### src/rtl/demux1hot_pkg.sv
// Shared types and helpers for the one-hot demux pipeline.
// Used by demux1hot_pipe and onehot_check.
package demux1hot_pkg;

  typedef enum logic [1:0] {
    EMPTY = 2'd0,
    ONE   = 2'd1,
    TWO   = 2'd2
  } state_e;

  localparam int N_MAX = 32;

  function automatic logic is_onehot(
    input logic [N_MAX-1:0] vec
  );
    return $countones(vec) == 1;
  endfunction

endpackage

### src/rtl/onehot_check.sv
// Select legality check plus highest-index-wins reduction.
// legal_o is popcount==1; onehot_o keeps only the top set bit.
module onehot_check
  import demux1hot_pkg::*;
#(
  parameter int N = 8
) (
  input  logic [N-1:0] vec_i,
  output logic         legal_o,
  output logic [N-1:0] onehot_o
);

  assign legal_o = is_onehot(N_MAX'(vec_i));

  always_comb begin
    onehot_o = '0;
    for (int i = 0; i < N; i++) begin
      if (vec_i[i]) begin
        onehot_o    = '0;
        onehot_o[i] = 1'b1;
      end
    end
  end

endmodule

### src/rtl/demux1hot_pipe.sv
// 1-to-N one-hot demux with head+skid elastic buffer.
// Define DEMUX1HOT_TRUST_SELECT_EN to skip the select legality check.
module demux1hot_pipe
  import demux1hot_pkg::*;
#(
  parameter int WIDTH = 1,
  parameter int N     = 8
) (
  input  logic             clk,
  input  logic             rst_n,
  input  logic             in_valid,
  output logic             in_ready,
  input  logic [WIDTH-1:0] in_data,
  input  logic [N-1:0]     in_sel,
  output logic [N-1:0]     out_valid,
  input  logic [N-1:0]     out_ready,
  output logic [WIDTH-1:0] out_data,
  output logic             err
);

  state_e           state_q;
  logic             in_ready_q;
  logic             err_q;
  logic [N-1:0]     head_sel_q;
  logic [WIDTH-1:0] head_data_q;
  logic [N-1:0]     skid_sel_q;
  logic [WIDTH-1:0] skid_data_q;

  logic         sel_legal;
  logic [N-1:0] sel_hi;
  logic         accept;
  logic         keep;
  logic         bad;
  logic         push;
  logic         xfer;

  onehot_check #(.N(N)) u_chk (
    .vec_i   (in_sel),
    .legal_o (sel_legal),
    .onehot_o(sel_hi)
  );

  assign accept = in_valid & in_ready_q;

`ifdef DEMUX1HOT_TRUST_SELECT_EN
  assign keep = |sel_hi;
  assign bad  = 1'b0;
`else
  assign keep = sel_legal;
  assign bad  = ~sel_legal;
`endif

  assign push = accept & keep;
  // head_sel_q is zero when empty, so this also implies head valid
  assign xfer = |(head_sel_q & out_ready);

  always_ff @(posedge clk or negedge rst_n) begin
    if (!rst_n) begin
      state_q     <= EMPTY;
      in_ready_q  <= 1'b1;
      err_q       <= 1'b0;
      head_sel_q  <= '0;
      head_data_q <= '0;
      skid_sel_q  <= '0;
      skid_data_q <= '0;
    end else begin
      err_q <= accept & bad;
      unique case (state_q)
        EMPTY: begin
          if (push) begin
            head_sel_q  <= sel_hi;
            head_data_q <= in_data;
            state_q     <= ONE;
          end
        end
        ONE: begin
          if (xfer) begin
            if (push) begin
              head_sel_q  <= sel_hi;
              head_data_q <= in_data;
            end else begin
              head_sel_q <= '0;
              state_q    <= EMPTY;
            end
          end else if (push) begin
            skid_sel_q  <= sel_hi;
            skid_data_q <= in_data;
            in_ready_q  <= 1'b0;
            state_q     <= TWO;
          end
        end
        TWO: begin
          if (xfer) begin
            head_sel_q  <= skid_sel_q;
            head_data_q <= skid_data_q;
            skid_sel_q  <= '0;
            skid_data_q <= '0;
            in_ready_q  <= 1'b1;
            state_q     <= ONE;
          end
        end
        default: begin
          head_sel_q <= '0;
          skid_sel_q <= '0;
          in_ready_q <= 1'b1;
          state_q    <= EMPTY;
        end
      endcase
    end
  end

  assign in_ready  = in_ready_q;
  assign out_valid = head_sel_q;
  assign out_data  = head_data_q;
  assign err       = err_q;

endmodule

### config.mk
export PLATFORM = sky130hd
export DESIGN_NAME = demux1hot_pipe
export DESIGN_NICKNAME = d
export VERILOG_FILES = /design/src/rtl/demux1hot_pkg.sv /design/src/rtl/onehot_check.sv /design/src/rtl/demux1hot_pipe.sv
export SDC_FILE = /design/constraint.sdc
export NUM_CORES = 1
export LEC_CHECK = 0
export ABC_AREA = 0
export ABC_CLOCK_PERIOD_IN_PS = 1500
export BUFFER_PORTS_ARGS = -buffer_cell sky130_fd_sc_hd__buf_2
export CORE_ASPECT_RATIO = 2
export CORE_UTILIZATION = 31
export CTS_CLUSTER_SIZE = 14
export DETAILED_ROUTE_END_ITERATION = 10
export SETUP_SLACK_MARGIN = 0.1
export SLEW_MARGIN = 15
export SYNTH_ARGS = -nofsm -noshare
export SYNTH_HDL_FRONTEND = slang
export SYNTH_SLANG_ARGS = --single-unit
### constraint.sdc
create_clock -name clk -period 1.5 [get_ports clk]
set_input_delay 0.15 -clock clk [delete_from_list [all_inputs] [get_ports clk]]
set_output_delay 0.15 -clock clk [all_outputs]
set_load 0.005 [all_outputs]
Yosys cells after proc, flatten, opt, wreduce, memory -nomap -nowiden
Index checks and enable logic that the tools add are counted.
Storage, ports and cells
  input port bits: 20
  memories: 0
  flip-flop bits (word level): 22
  output and inout bits: 11
  latch bits: 0
  word-level logic and storage cells: 73
  memory bits (writable): 0
  bits in read-only memories: 0
Operators by class
  reduce and logical (&&, ||, !) cells: 9
  shift operators: 0
  multiplexer cells: 34
  bitwise operators: 6
  add/subtract/negate cells: 7
  equal/unequal tests: 10
  order comparisons: 0
  divide/modulo/power cells: 0
  multipliers: 0
Operators by type and width (count)
  $add 32x32->32: 3
  $mux 8: 7
  $pmux 8 s3: 2
  $eq 32x2->1 const B: 1
  $mux 2: 6
  $reduce_and 4->1: 3
  $mux 1: 10
  $ne 2x2->1 const B: 5
  $add 1x1->2: 4
  $and 8x8->8: 1
  $reduce_or 8->1: 1
  $mux 7: 1
  $mux 6: 1
  $ne 3x3->1 const B: 2
  $pmux 1 s3: 2
  $pmux 2 s3: 1
  $reduce_and 3->1: 2
  $mux 5: 1
  $mux 4: 1
  $and 1x1->1: 3
  $mux 3: 1
  $reduce_bool 3->1: 1
  $eq 2x1->1 const B: 1
  $eq 2x2->1 const B: 1
  4 further kinds: 5

Depth between registers and ports, before layout
Gate-level depths: netlist of the first run.
  depth in word-level cells: 11
  depth in mapped cells: 13
  mapped depth without buffers: 12

By module
A second synthesis of the first run with hierarchy kept.
Second synthesis, totals
  cells, all modules: 186
  area total of the unflattened synthesis: 1741.7 µm²
By module, submodules not included
  demux1hot_pipe: sequential area each 551.8 µm², area an instance 1463.9 µm², times used 1, cells an instance 150
  onehot_check: sequential area each 0.0 µm², area an instance 277.8 µm², times used 1, cells an instance 36

Worst setup path before layout of the first run
Ideal clock, no wire load.
  path kind: input to register
  start: input in_sel[0]
  end: register skid_sel_q[2]
  setup slack: -1791 ps
  required time: 1379 ps
  setup time: 121 ps
  path buffers: 1
  stages on the path: 12
  arrival: 3170 ps
  cells stage by stage: ha_1 > fa_1 > inv_1 > fa_1 > inv_1 > ha_1 > fa_1 > nor4b_4 > and3_1 > buf_4 > a21oi_1 > a22o_1
Between the ends
  word-level cells in the longest chain between the ends: 7
RTL lines
  from (decl): line demux1hot_pipe.sv:14  | input logic [N-1:0] in_sel,
  $add 1x1->2 (implied by the code): line demux1hot_pkg.sv:16  | return $countones(vec) == 1;
  $add 32x32->32 (implied by the code) (2 in a row): line demux1hot_pkg.sv:16
  $eq 32x2->1: line demux1hot_pkg.sv:16
  $and 1x1->1: line demux1hot_pipe.sv:53  | assign push = accept & keep;
  $ne 2x2->1 (no line)
  $reduce_and 4->1 (no line)
  to (signal assigned): line demux1hot_pipe.sv:86  | skid_sel_q <= sel_hi;
  to (decl): line demux1hot_pipe.sv:26  | logic [N-1:0] skid_sel_q;
Every way passes these cells.
A chain may end at the register's enable or synchronous reset.

Worst setup path after layout of the first run
  start: input in_sel[4]
  end: register state_q[0]
Between the ends
  word-level cells in the longest chain between the ends: 7
  elaborated cells between the ends (all ways): 9
  classes of those cells: add/sub (3); eq/ne (4); bitwise (1); reduce/logical (1)
RTL lines
  $add 1x1->2 (implied by the code) (*): line demux1hot_pkg.sv:16
  $add 32x32->32 (implied by the code) (*) (2 in a row): line demux1hot_pkg.sv:16
  $eq 32x2->1 (*): line demux1hot_pkg.sv:16
  $and 1x1->1 (*): line demux1hot_pipe.sv:53
  $ne 3x3->1 (no line) or $ne 2x2->1 (tied branches)
  $reduce_and 4->1 (no line) (*)
  to (signal assigned): line demux1hot_pipe.sv:59  | state_q <= EMPTY;
  to (signal assigned): line demux1hot_pipe.sv:73  | state_q <= ONE;
  to (signal assigned): line demux1hot_pipe.sv:83  | state_q <= EMPTY;
  to (decl): line demux1hot_pipe.sv:21  | state_e state_q;
Every way passes the cells marked *; elsewhere a longest branch is shown, timed or not.

==> run summary, run 1 <==
status - complete, but fails checks
failing checks - setup timing
Fmax - 0.320 GHz
Worst Max-Slew Pin Slew - 0.539 ns
1st-iter DRT viols - 37
DIE HEIGHT - 102 µm
post-route ant nets - 0
CTS root buffer - clkbuf_8
clock skew - 0.00188 ns
min cycle time layout - 3.13 ns
simple-gate share of the synthesized area - 0.158
FP Rows - 36
Core Util, Final - 0.480
CP Capture Type - flip-flop
post-DR vias/cell - 5.26
compound-cell area share of the yosys netlist - 0.283
die area - 5350 µm²
Seq pwr share - 0.288
Hold Crit Class - primary input to flip-flop
largest family of logic cells by synthesized area - compound AO/OA/AOI/OAI gates
Synth Area in XOR/XNOR - 0
gr ovfl total - 0
final setup fails - 22
Buffers & Inverters on Critical Path - 5
H-Tree Depth - 1
crit-path max cell delay - 0.54 ns
arrival time worst endpoint - 3.28 ns
Combinational Power Share - 0.589
initial antenna violation count - 0
final worst slack - -1.63 ns
Routed WL per cell - 15.1 µm
critical path endpoint - state_q[0]
First-pass DRT Iterations - 4
mux contribution to synthesized area - 0.0128
Avg Synthesized Cell Area - 9.30 µm²
count of cell types in the netlist - 41
Clock Latency Late Sink - 0.27 ns
post-synthesis register bit count - 22
Critical Path RT - 1.66 ns
Seq/Total Area, Yosys - 0.353
antenna cells - 0
commonest non-fill, non-tap cell in the layout - buf_4
Crit Path Max Fanout - 6
Reg2Reg Setup Slack - -0.25 ns
Max-cap violations - 0
routability congestion estimate - 0.867
NetSw - 1.45 mW
CP Cell Sequence - buf_8, ha_4, fa_1, inv_2, fa_1, inv_1, ha_2, fa_1, nor4b_4, and3_4, buf_12, buf_4, nor3_2, a21oi_1, o22ai_1
crit path from - in_sel[4]
cell area after synthesis - 1560 µm²
worst r2r dst - skid_data_q
largest net degree at the start of global routing - 23
layout cells sized above 1 - 0.443
Synth Instances - 168
via count - 1511
Reg clk slew, reported paths - 0.08 ns
synthesis-to-finish area growth - 49.5%
Slowest-stage cell, CP - fa_1
I/O Pins - 31
first-pass GRT wire length - 7040 µm
final max-slew violation count - 0
Initial Utilization - 0.321
Total Nets Final - 265
cell mode on critical path - fa_1
PortBufs - 30
startpoint class of the critical path - primary input
DP Wirelength - 3450 µm
adder-cell share of the synthesized area - 0.131
RSZ-0062 raised after global routing - true
vias in the first global route - 1531
TritonCTS clock tree - yes
Final period util - 2.08
leak pwr - 1.05 nW
total wire length - 4330 µm
total of warnings raised by yosys - 0
most frequent cells in the layout - 34 x buf_4, 26 x buf_2, 21 x dfrtp_1
All-Layer GR Usage - 0.177
Post-Syn Nets - 202
total power - 3.57 mW
Clock power frac - 0.124
Clock Path Buffers - 2
Final Hold Fails - 0
Max-slew headroom - 0.641
reg2reg start - out_valid[4]
Remaining DRCs - 0
switch share - 0.407
critical path class - primary input to flip-flop
CTS Sinks - 22
internal power - 2.12 mW
delay-heaviest family, CP - adder cells
PwrDens - 1530 nW/µm²
Reg2Reg Depth - 6
Die Width - 52.2 µm
Crit path depth - 15
core box area - 4860 µm²
total CTS buffers - 3
Peak VDD IR - 0.958 mV
[logic make-up (layout without fill, tap and decap cells)]
group | Yosys count | count (layout)
AND/OR/NAND/NOR | 44 | 44
buffers and inverters | 24 | 86
AO/OA/AOI/OAI | 62 | 62
multiplexers | 2 | 2
flip-flops | 22 | 22
adder cells (fa/ha/maj) | 14 | 14
[registers in the layout, summed over array words and instances, names as in the netlist]
name	cells
in_ready	1
skid_data_q	1
skid_sel_q	8
out_valid	8
err	1
out_data	1
state_q	2
[power groups by stage]
stage | Sequential (mW) | Combinational, mW | Clock, mW
final | 1.03 | 2.10 | 0.443
after detailed placement | 1.01 | 1.90 | 0
after floorplan | 1.02 | 1.14 | 0
after CTS | 1.00 | 1.96 | 0.456
after global placement | 1.01 | 1.89 | 0
after global routing | 1.05 | 2.32 | 0.474
[cells in the mapped netlist, drive strengths merged]
master | count | area share
nand2b | 1 | 0.0040
nand4 | 1 | 0.0040
and3 | 1 | 0.0040
o22ai | 5 | 0.020
nand3b | 1 | 0.0048
a22o | 6 | 0.034
nor2b | 1 | 0.0040
a311oi | 1 | 0.0056
a22oi | 4 | 0.019
dfrtp | 21 | 0.34
a2bb2oi | 2 | 0.011
and4 | 1 | 0.0056
o21ai | 8 | 0.026
o21a | 2 | 0.0096
nor4 | 1 | 0.014
dfstp | 1 | 0.017
fa | 4 | 0.051
o32ai | 7 | 0.039
mux2i | 2 | 0.013
ha | 10 | 0.080
nand2 | 9 | 0.023
nor4b | 1 | 0.015
a32o | 1 | 0.0064
a21boi | 1 | 0.0048
a31oi | 5 | 0.020
o2bb2ai | 2 | 0.011
inv | 16 | 0.038
a32oi | 1 | 0.0056
a21oi | 13 | 0.049
nand3 | 4 | 0.021
buf | 3 | 0.011
a221oi | 4 | 0.022
or2 | 1 | 0.0040
nor2 | 20 | 0.048
nor3 | 2 | 0.0064
clkbuf | 5 | 0.012
[worst min-delay path by stage]
stage,start,endpoint,depth (start not counted)
after detailed placement,rst_n,skid_sel_q[5],1
after CTS,in_data,skid_data_q,2
after global routing,in_data,skid_data_q,2
final,in_data,skid_data_q,2
after global placement,rst_n,skid_sel_q[4],1
after floorplan,rst_n,err,0
[metal layers]
| metal | track usage | up-vias | part of all wire |
|---|---|---|---|
| li1 | - | 748 | - |
| met1 | 0.198 | 724 | 0.40 |
| met2 | 0.325 | 30 | 0.56 |
| met3 | 0.0179 | 9 | 0.021 |
| met4 | 0.0749 | 0 | 0.026 |
| met5 | 0 | - | 0 |
[what timing repair did]
action                     in CTS  in global routing
gates resized for setup        12                 14
pin swaps                       5                  8
hold endpoints to repair       21                  0
hold buffers                    1                  0
buffers inserted                1                  3
setup endpoints to repair      22                 22
[stage by stage]
step           instances  TNS (ns)  hold WS (ns)  worst slack, ns  area [µm²]
2_1_floorplan        168    -34.95        -0.146            -1.67        1660
3_3_place_gp         278    -41.69         0.159            -1.97        2100
3_5_place_dp         278    -43.02         0.161            -2.03        2100
4_1_cts              284    -34.21         0.107            -1.63        2220
5_1_grt              287    -36.65         0.109            -1.77        2340
6_report             287    -33.87         0.107            -1.63        2340
[area by class of cell]
type	count	area [µm²]
Fill cell	476	2530
Sequential cell	22	552
Inverter	16	60.1
Multi-Input combinational cell	122	1120
Timing Repair Buffer	66	473
Clock buffer	4	55.1
Tap cell	57	71.3
No activity file was read; power rests on OpenSTA's default activity.
==> run 2: changes to the inputs <==
--- a/config.mk
+++ b/config.mk
@@ -6,7 +6,7 @@
 export NUM_CORES = 1
 export LEC_CHECK = 0
 export ABC_AREA = 0
-export ABC_CLOCK_PERIOD_IN_PS = 1500
+export ABC_CLOCK_PERIOD_IN_PS = 3800
 export BUFFER_PORTS_ARGS = -buffer_cell sky130_fd_sc_hd__buf_2
 export CORE_ASPECT_RATIO = 2
 export CORE_UTILIZATION = 31
==> constraint.sdc (replaced) <==
create_clock -name clk -period 3.8 [get_ports clk]
set_input_delay 0.38 -clock clk [delete_from_list [all_inputs] [get_ports clk]]
set_output_delay 0.38 -clock clk [all_outputs]
set_load 0.005 [all_outputs]
==> run 2 against run 1 <==
  * The run now ends clean
  * Final area decreased by 21%
  * Largest cell class unchanged
  * Register-to-register slack better by 1.8 ns
  * Utilization decreased by 10 points
  * Via count down 8.5%
  * Sequential share of layout area rose by 6.4 points
  * Hold slack got worse by 0.039 ns
  * Power shrank 68%
  * Die area did not move
==> run summary, run 2 (synthesis gave the netlist of run 1 again) <==
routability congestion estimate - 0.902
postcts setup bufs - 0
PwrDens - 614 nW/µm²
Final period util - 0.930
I/O Pins - 31
Clock Latency Late Sink - 0.27 ns
synthesis-to-finish area growth - 17.6%
post-DR vias/cell - 5.38
vias in the first global route - 1361
RSZ-0062 raised after global routing - false
Crit Path Max Fanout - 8
Clock Path Buffers - 2
clock skew - 0.00802 ns
All-Layer GR Usage - 0.166
Buffers & Inverters on Critical Path - 4
area occupied by multi-input gates - 915 µm²
placed cell area - 1790 µm²
final max-slew violation count - 0
Critical Path RT - 3.97 ns
Remaining DRCs - 0
post-route ant nets - 0
DP Wirelength - 3130 µm
critical path class - primary input to flip-flop
CP Capture Type - flip-flop
Initial Utilization - 0.321
via count - 1383
cell mode on critical path - fa_1
metal2 WL - 2090 µm
hold buffers post-CTS - 0
uppermost layer routed - met4
1st-iter DRT viols - 30
Reg clk slew, reported paths - 0.08 ns
Fillers - 522
final setup fails - 0
reg2reg start - out_valid[4]
H-Tree Depth - 1
largest net degree at the start of global routing - 23
CP Cell Sequence - buf_2, ha_1, fa_1, inv_1, fa_1, inv_1, ha_1, fa_1, nor4b_4, buf_4, nand3_4, a21oi_4, a221oi_1, o32ai_1
most frequent cells in the layout - 30 x buf_2, 21 x dfrtp_1, 20 x nor2_1
crit path from - in_sel[0]
status - complete, no violations
Post-CTS Resized - 0
initial antenna violation count - 0
gr ovfl total - 0
first-pass GRT wire length - 6510 µm
crit-path max cell delay - 0.53 ns
Hold Crit Class - primary input to async pin
min cycle time layout - 3.54 ns
leak pwr - 0.865 nW
Routed WL per cell - 15.2 µm
die area - 5350 µm²
WL met3 - 110 µm
commonest non-fill, non-tap cell in the layout - buf_2
Fmax - 0.283 GHz
PortBufs - 30
First-pass DRT Iterations - 6
FP Rows - 36
total wire length - 3910 µm
Total Nets Final - 235
layout cells sized above 1 - 0.235
DIE HEIGHT - 102 µm
Max-cap violations - 0
startpoint class of the critical path - primary input
cell area after layout - 1840 µm²
CTS root buffer - clkbuf_8
Worst Max-Slew Pin Slew - 0.699 ns
Slowest-stage cell, CP - fa_1
arrival time worst endpoint - 3.70 ns
total CTS buffers - 3
CTS Sinks - 22
wire length on met1 - 1550 µm
FF+latch area - 552 µm²
delay-heaviest family, CP - adder cells
Final Hold Fails - 0
Die Width - 52.2 µm
antenna cells - 0
core box area - 4860 µm²
Max-slew headroom - 0.533
TritonCTS clock tree - yes
Peak VDD IR - 0.410 mV
final setup TNS - 0 ns
-- run 2: worst paths after layout --
check / endpoint / slack [ns] / depth (start not counted)
worst max-delay path: out_valid[1] / 0.26 / 14
worst min-delay path: out_valid[5] / 0.07 / 1
max in group asynchronous: in_ready / 3.36 / 1
worst min register to register: skid_sel_q[4] / 0.51 / 1
min in group clk: skid_data_q / 0.35 / 2
worst max register to register: skid_sel_q[2] / 1.58 / 4
-- run 2: worst reg2reg max path, cell delays in order (launching register included) --
cell and delay, ns:
dfrtp_1 0.42, a22oi_1 0.28, and4_1 0.68, a21oi_1 0.40, a22o_1 0.33
-- run 2: power breakdown --
part	switching [mW]	internal, mW	leakage (nW)
clock network	0.0750	0.0748	0.0228
logic	0.312	0.251	0.589
registers	0.0876	0.329	0.254
total	0.475	0.655	0.865
-- run 2: routing by layer --
layer,vias to the layer above,global-route usage
met5,-,0
met2,40,0.288
met4,0,0.0951
li1,691,-
met3,10,0.0253
met1,642,0.185
-- run 2: through the flow --
step                      cells  utilization  setup slack, ns  power, mW  hold WS, ns
after floorplan             168            -            0.279      0.818       0.0844
after global routing        257        0.378            0.101       1.24        0.112
after detailed placement    253        0.369          -0.0534      0.985        0.381
final                       257        0.378            0.265       1.13       0.0687
after CTS                   257        0.378            0.235       1.14       0.0955
after global placement      253        0.369           0.0169      0.980        0.390
-- run 2: layout make-up --
type	instances	area share
Clock buffer	4	0.0245
Inverter	16	0.0327
Multi-Input combinational cell	122	0.498
Sequential cell	22	0.300
Tap cell	57	0.0388
Timing Repair Buffer	36	0.106
==> run 3: changes to the inputs <==
--- a/config.mk
+++ b/config.mk
@@ -12,8 +12,10 @@
 export CORE_UTILIZATION = 31
 export CTS_CLUSTER_SIZE = 14
 export DETAILED_ROUTE_END_ITERATION = 10
+export REMOVE_ABC_BUFFERS = 1
 export SETUP_SLACK_MARGIN = 0.1
 export SLEW_MARGIN = 15
 export SYNTH_ARGS = -nofsm -noshare
 export SYNTH_HDL_FRONTEND = slang
+export SYNTH_HIERARCHICAL = 1
 export SYNTH_SLANG_ARGS = --single-unit
==> run 3 against run 2 <==
  * Global-route usage increased by 1.5 points
  * Clock skew barely moved
  * Register-to-register slack gained 0.19 ns
  * Worst setup slack got worse by 0.26 ns
  * Largest cell class unchanged
  * Clock-buffer cell count did not move
  * Hold slack improved by 0.011 ns
  * Critical path type unchanged
  * Sequential power is 6.0% higher
  * Largest power group unchanged
  * Utilization increased by 4.0 points
  * Critical path depth grew 4
==> run summary, run 3 <==
CP Capture Type - flip-flop
DP Wirelength - 3590 µm
synthesis-to-finish area growth - 30.0%
Max-slew headroom - 0.341
CTS Sinks - 22
count leader, synth - dfrtp_1
total CTS buffers - 3
First-pass DRT Iterations - 4
min cycle time layout - 3.80 ns
cell mode on critical path - fa_1
routability congestion estimate - 0.808
status - complete, no violations
Hold Slack - 0.0799 ns
Die Width - 55 µm
critical path class - primary input to flip-flop
Worst Max-Slew Pin Slew - 0.989 ns
worst r2r dst - out_valid[3]
hold buffers post-CTS - 0
count of cell types in the netlist - 51
reg2reg start - state_q[1]
post-DR vias/cell - 5.81
post-synthesis register bit count - 22
PortBufs - 30
final max-slew violation count - 0
Avg Synthesized Cell Area - 9.36 µm²
crit-path max cell delay - 0.56 ns
via count - 1679
antenna cells - 0
Routed WL per cell - 17.3 µm
commonest cells in the netlist - 21 x dfrtp_1, 17 x inv_1, 14 x a21oi_1, 13 x nand2_1, 11 x a22oi_1
Reg2Reg Depth - 4
Remaining DRCs - 0
Clock Latency Late Sink - 0.27 ns
post-route ant nets - 0
Hold Crit Class - primary input to async pin
RSZ-0062 raised after global routing - true
final setup fails - 0
most frequent cells in the layout - 27 x buf_2, 21 x dfrtp_1, 18 x buf_4
Total Nets Final - 258
CP Cell Sequence - buf_8, inv_4, fa_1, fa_1, fa_1, inv_1, ha_2, inv_2, fa_1, nand4b_1, o41ai_4, buf_4, buf_4, and4_1, a21oi_2, nor2_1, a311oi_1, o21ai_1
top cells by area, synth - dfrtp_1 30%, a22oi_1 4.7%, fa_1 4.6%, a21oi_1 4.0%, inv_1 3.7%
cell area after synthesis - 1740 µm²
1st-iter DRT viols - 49
delay-heaviest family, CP - adder cells
gr ovfl total - 0
share of the synthesized area in the top cell type - 0.302
commonest non-fill, non-tap cell in the layout - buf_2
post-synth top area cell - dfrtp_1
layout cells sized above 1 - 0.428
PwrDens - 649 nW/µm²
TritonCTS clock tree - yes
main flop type after synthesis - dfrtp_1
Max-cap violations - 0
Reg clk slew, reported paths - 0.08 ns
Reg2Reg Setup Slack - 1.77 ns
largest net degree at the start of global routing - 27
Slowest-stage cell, CP - fa_1
die area - 5940 µm²
Synth Instances - 186
first-pass GRT wire length - 7960 µm
Fmax - 0.263 GHz
Final period util - 0.999
Peak VDD IR - 0.362 mV
FFs w/ async S/R, synth - 1.00
Crit Path Max Fanout - 2
Initial Utilization - 0.321
initial antenna violation count - 0
Final Hold Fails - 0
FP Rows - 38
vias in the first global route - 1631
total of warnings raised by yosys - 6
Buffers & Inverters on Critical Path - 6
core box area - 5420 µm²
H-Tree Depth - 1
All-Layer GR Usage - 0.181
Critical Path RT - 3.95 ns
DIE HEIGHT - 108 µm
arrival time worst endpoint - 3.94 ns
total wire length - 4990 µm
leak pwr - 1.02 nW
EDFF count, synth - 0
clock skew - 0.00771 ns
Seq/Total Area, Yosys - 0.317
startpoint class of the critical path - primary input
CTS root buffer - clkbuf_8
I/O Pins - 31
total power - 1.47 mW
Clock Path Buffers - 2
-- run 3: changes by cell type after synthesis, moves of 5 or more --
| cell | before | now |
|---|---|---|
| a221o_1 | 0 | 5 |
| a22o_1 | 6 | 1 |
| a22oi_1 | 4 | 11 |
| ha_1 | 10 | 4 |
| nand2_1 | 8 | 13 |
| nor2_1 | 20 | 8 |
| o211ai_1 | 0 | 6 |
| o21ai_0 | 8 | 2 |
| o2bb2ai_1 | 2 | 7 |
| o32ai_1 | 7 | 0 |
-- run 3: routing by layer --
| metal | vias up | wire length [µm] | part of all wire | track usage |
|---|---|---|---|---|
| li1 | 791 | - | - | - |
| met1 | 827 | 1820 | 0.37 | 0.213 |
| met2 | 45 | 2770 | 0.56 | 0.313 |
| met3 | 16 | 148 | 0.030 | 0.0169 |
| met4 | 0 | 249 | 0.050 | 0.0804 |
| met5 | - | 0 | 0 | 0 |
-- run 3: worst max path at each step --
stage | from | endpoint | slack, ns | cells after the start
2_1_floorplan | in_sel[0] | out_valid[7] | -0.58 | 14
3_3_place_gp | in_sel[0] | skid_sel_q[4] | -0.43 | 17
3_5_place_dp | in_sel[0] | skid_sel_q[1] | -0.54 | 17
4_1_cts | in_sel[0] | skid_sel_q[1] | 0.05 | 17
5_1_grt | in_sel[0] | out_valid[7] | -0.12 | 17
6_report | in_sel[0] | out_valid[6] | 0.005 | 18
-- run 3: final cells by class --
| type | count | area, µm² |
|---|---|---|
| fill | 568 | 3160 |
| sequential | 22 | 552 |
| tap | 60 | 75.1 |
| clock buffer | 4 | 55.1 |
| timing repair buffer | 52 | 362 |
| multi-input combinational | 132 | 1150 |
| inverter | 19 | 73.8 |
-- run 3: stage by stage --
| step | setup TNS (ns) | std cells | instance area, µm² | setup slack (ns) | util |
|---|---|---|---|---|---|
| after global placement | -7.20 | 279 | 2010 | -0.433 | 0.371 |
| after CTS | 0 | 286 | 2150 | 0.0460 | 0.396 |
| after global routing | -1.64 | 289 | 2260 | -0.115 | 0.418 |
| final | 0 | 289 | 2260 | 0.00456 | 0.418 |
| after floorplan | -8.39 | 173 | 1650 | -0.583 | - |
| after detailed placement | -9.31 | 279 | 2010 | -0.541 | 0.371 |
-- run 3: report_power, final --
part	internal [mW]	switching, mW
registers	0.330	0.110
clock network	0.0925	0.0824
logic	0.380	0.473
total	0.803	0.666
-- run 3: cells by family after synthesis --
kind of cell               Yosys count  share of synthesized area
adders and majority gates            8                     0.0747
buffers and inverters               32                     0.0927
AOI/OAI and AO/OA                   74                      0.330
and+or+nand+nor                     44                      0.141
DFF                                 22                      0.317
muxes                                6                     0.0445
-- run 3: repair_timing --
action / 4_1_cts / 5_1_grt
cloned: 0 / 2
setup buffers: 4 / 1
setup endpoints to repair: 21 / 21
pin swaps: 7 / 10
resized for setup: 16 / 19
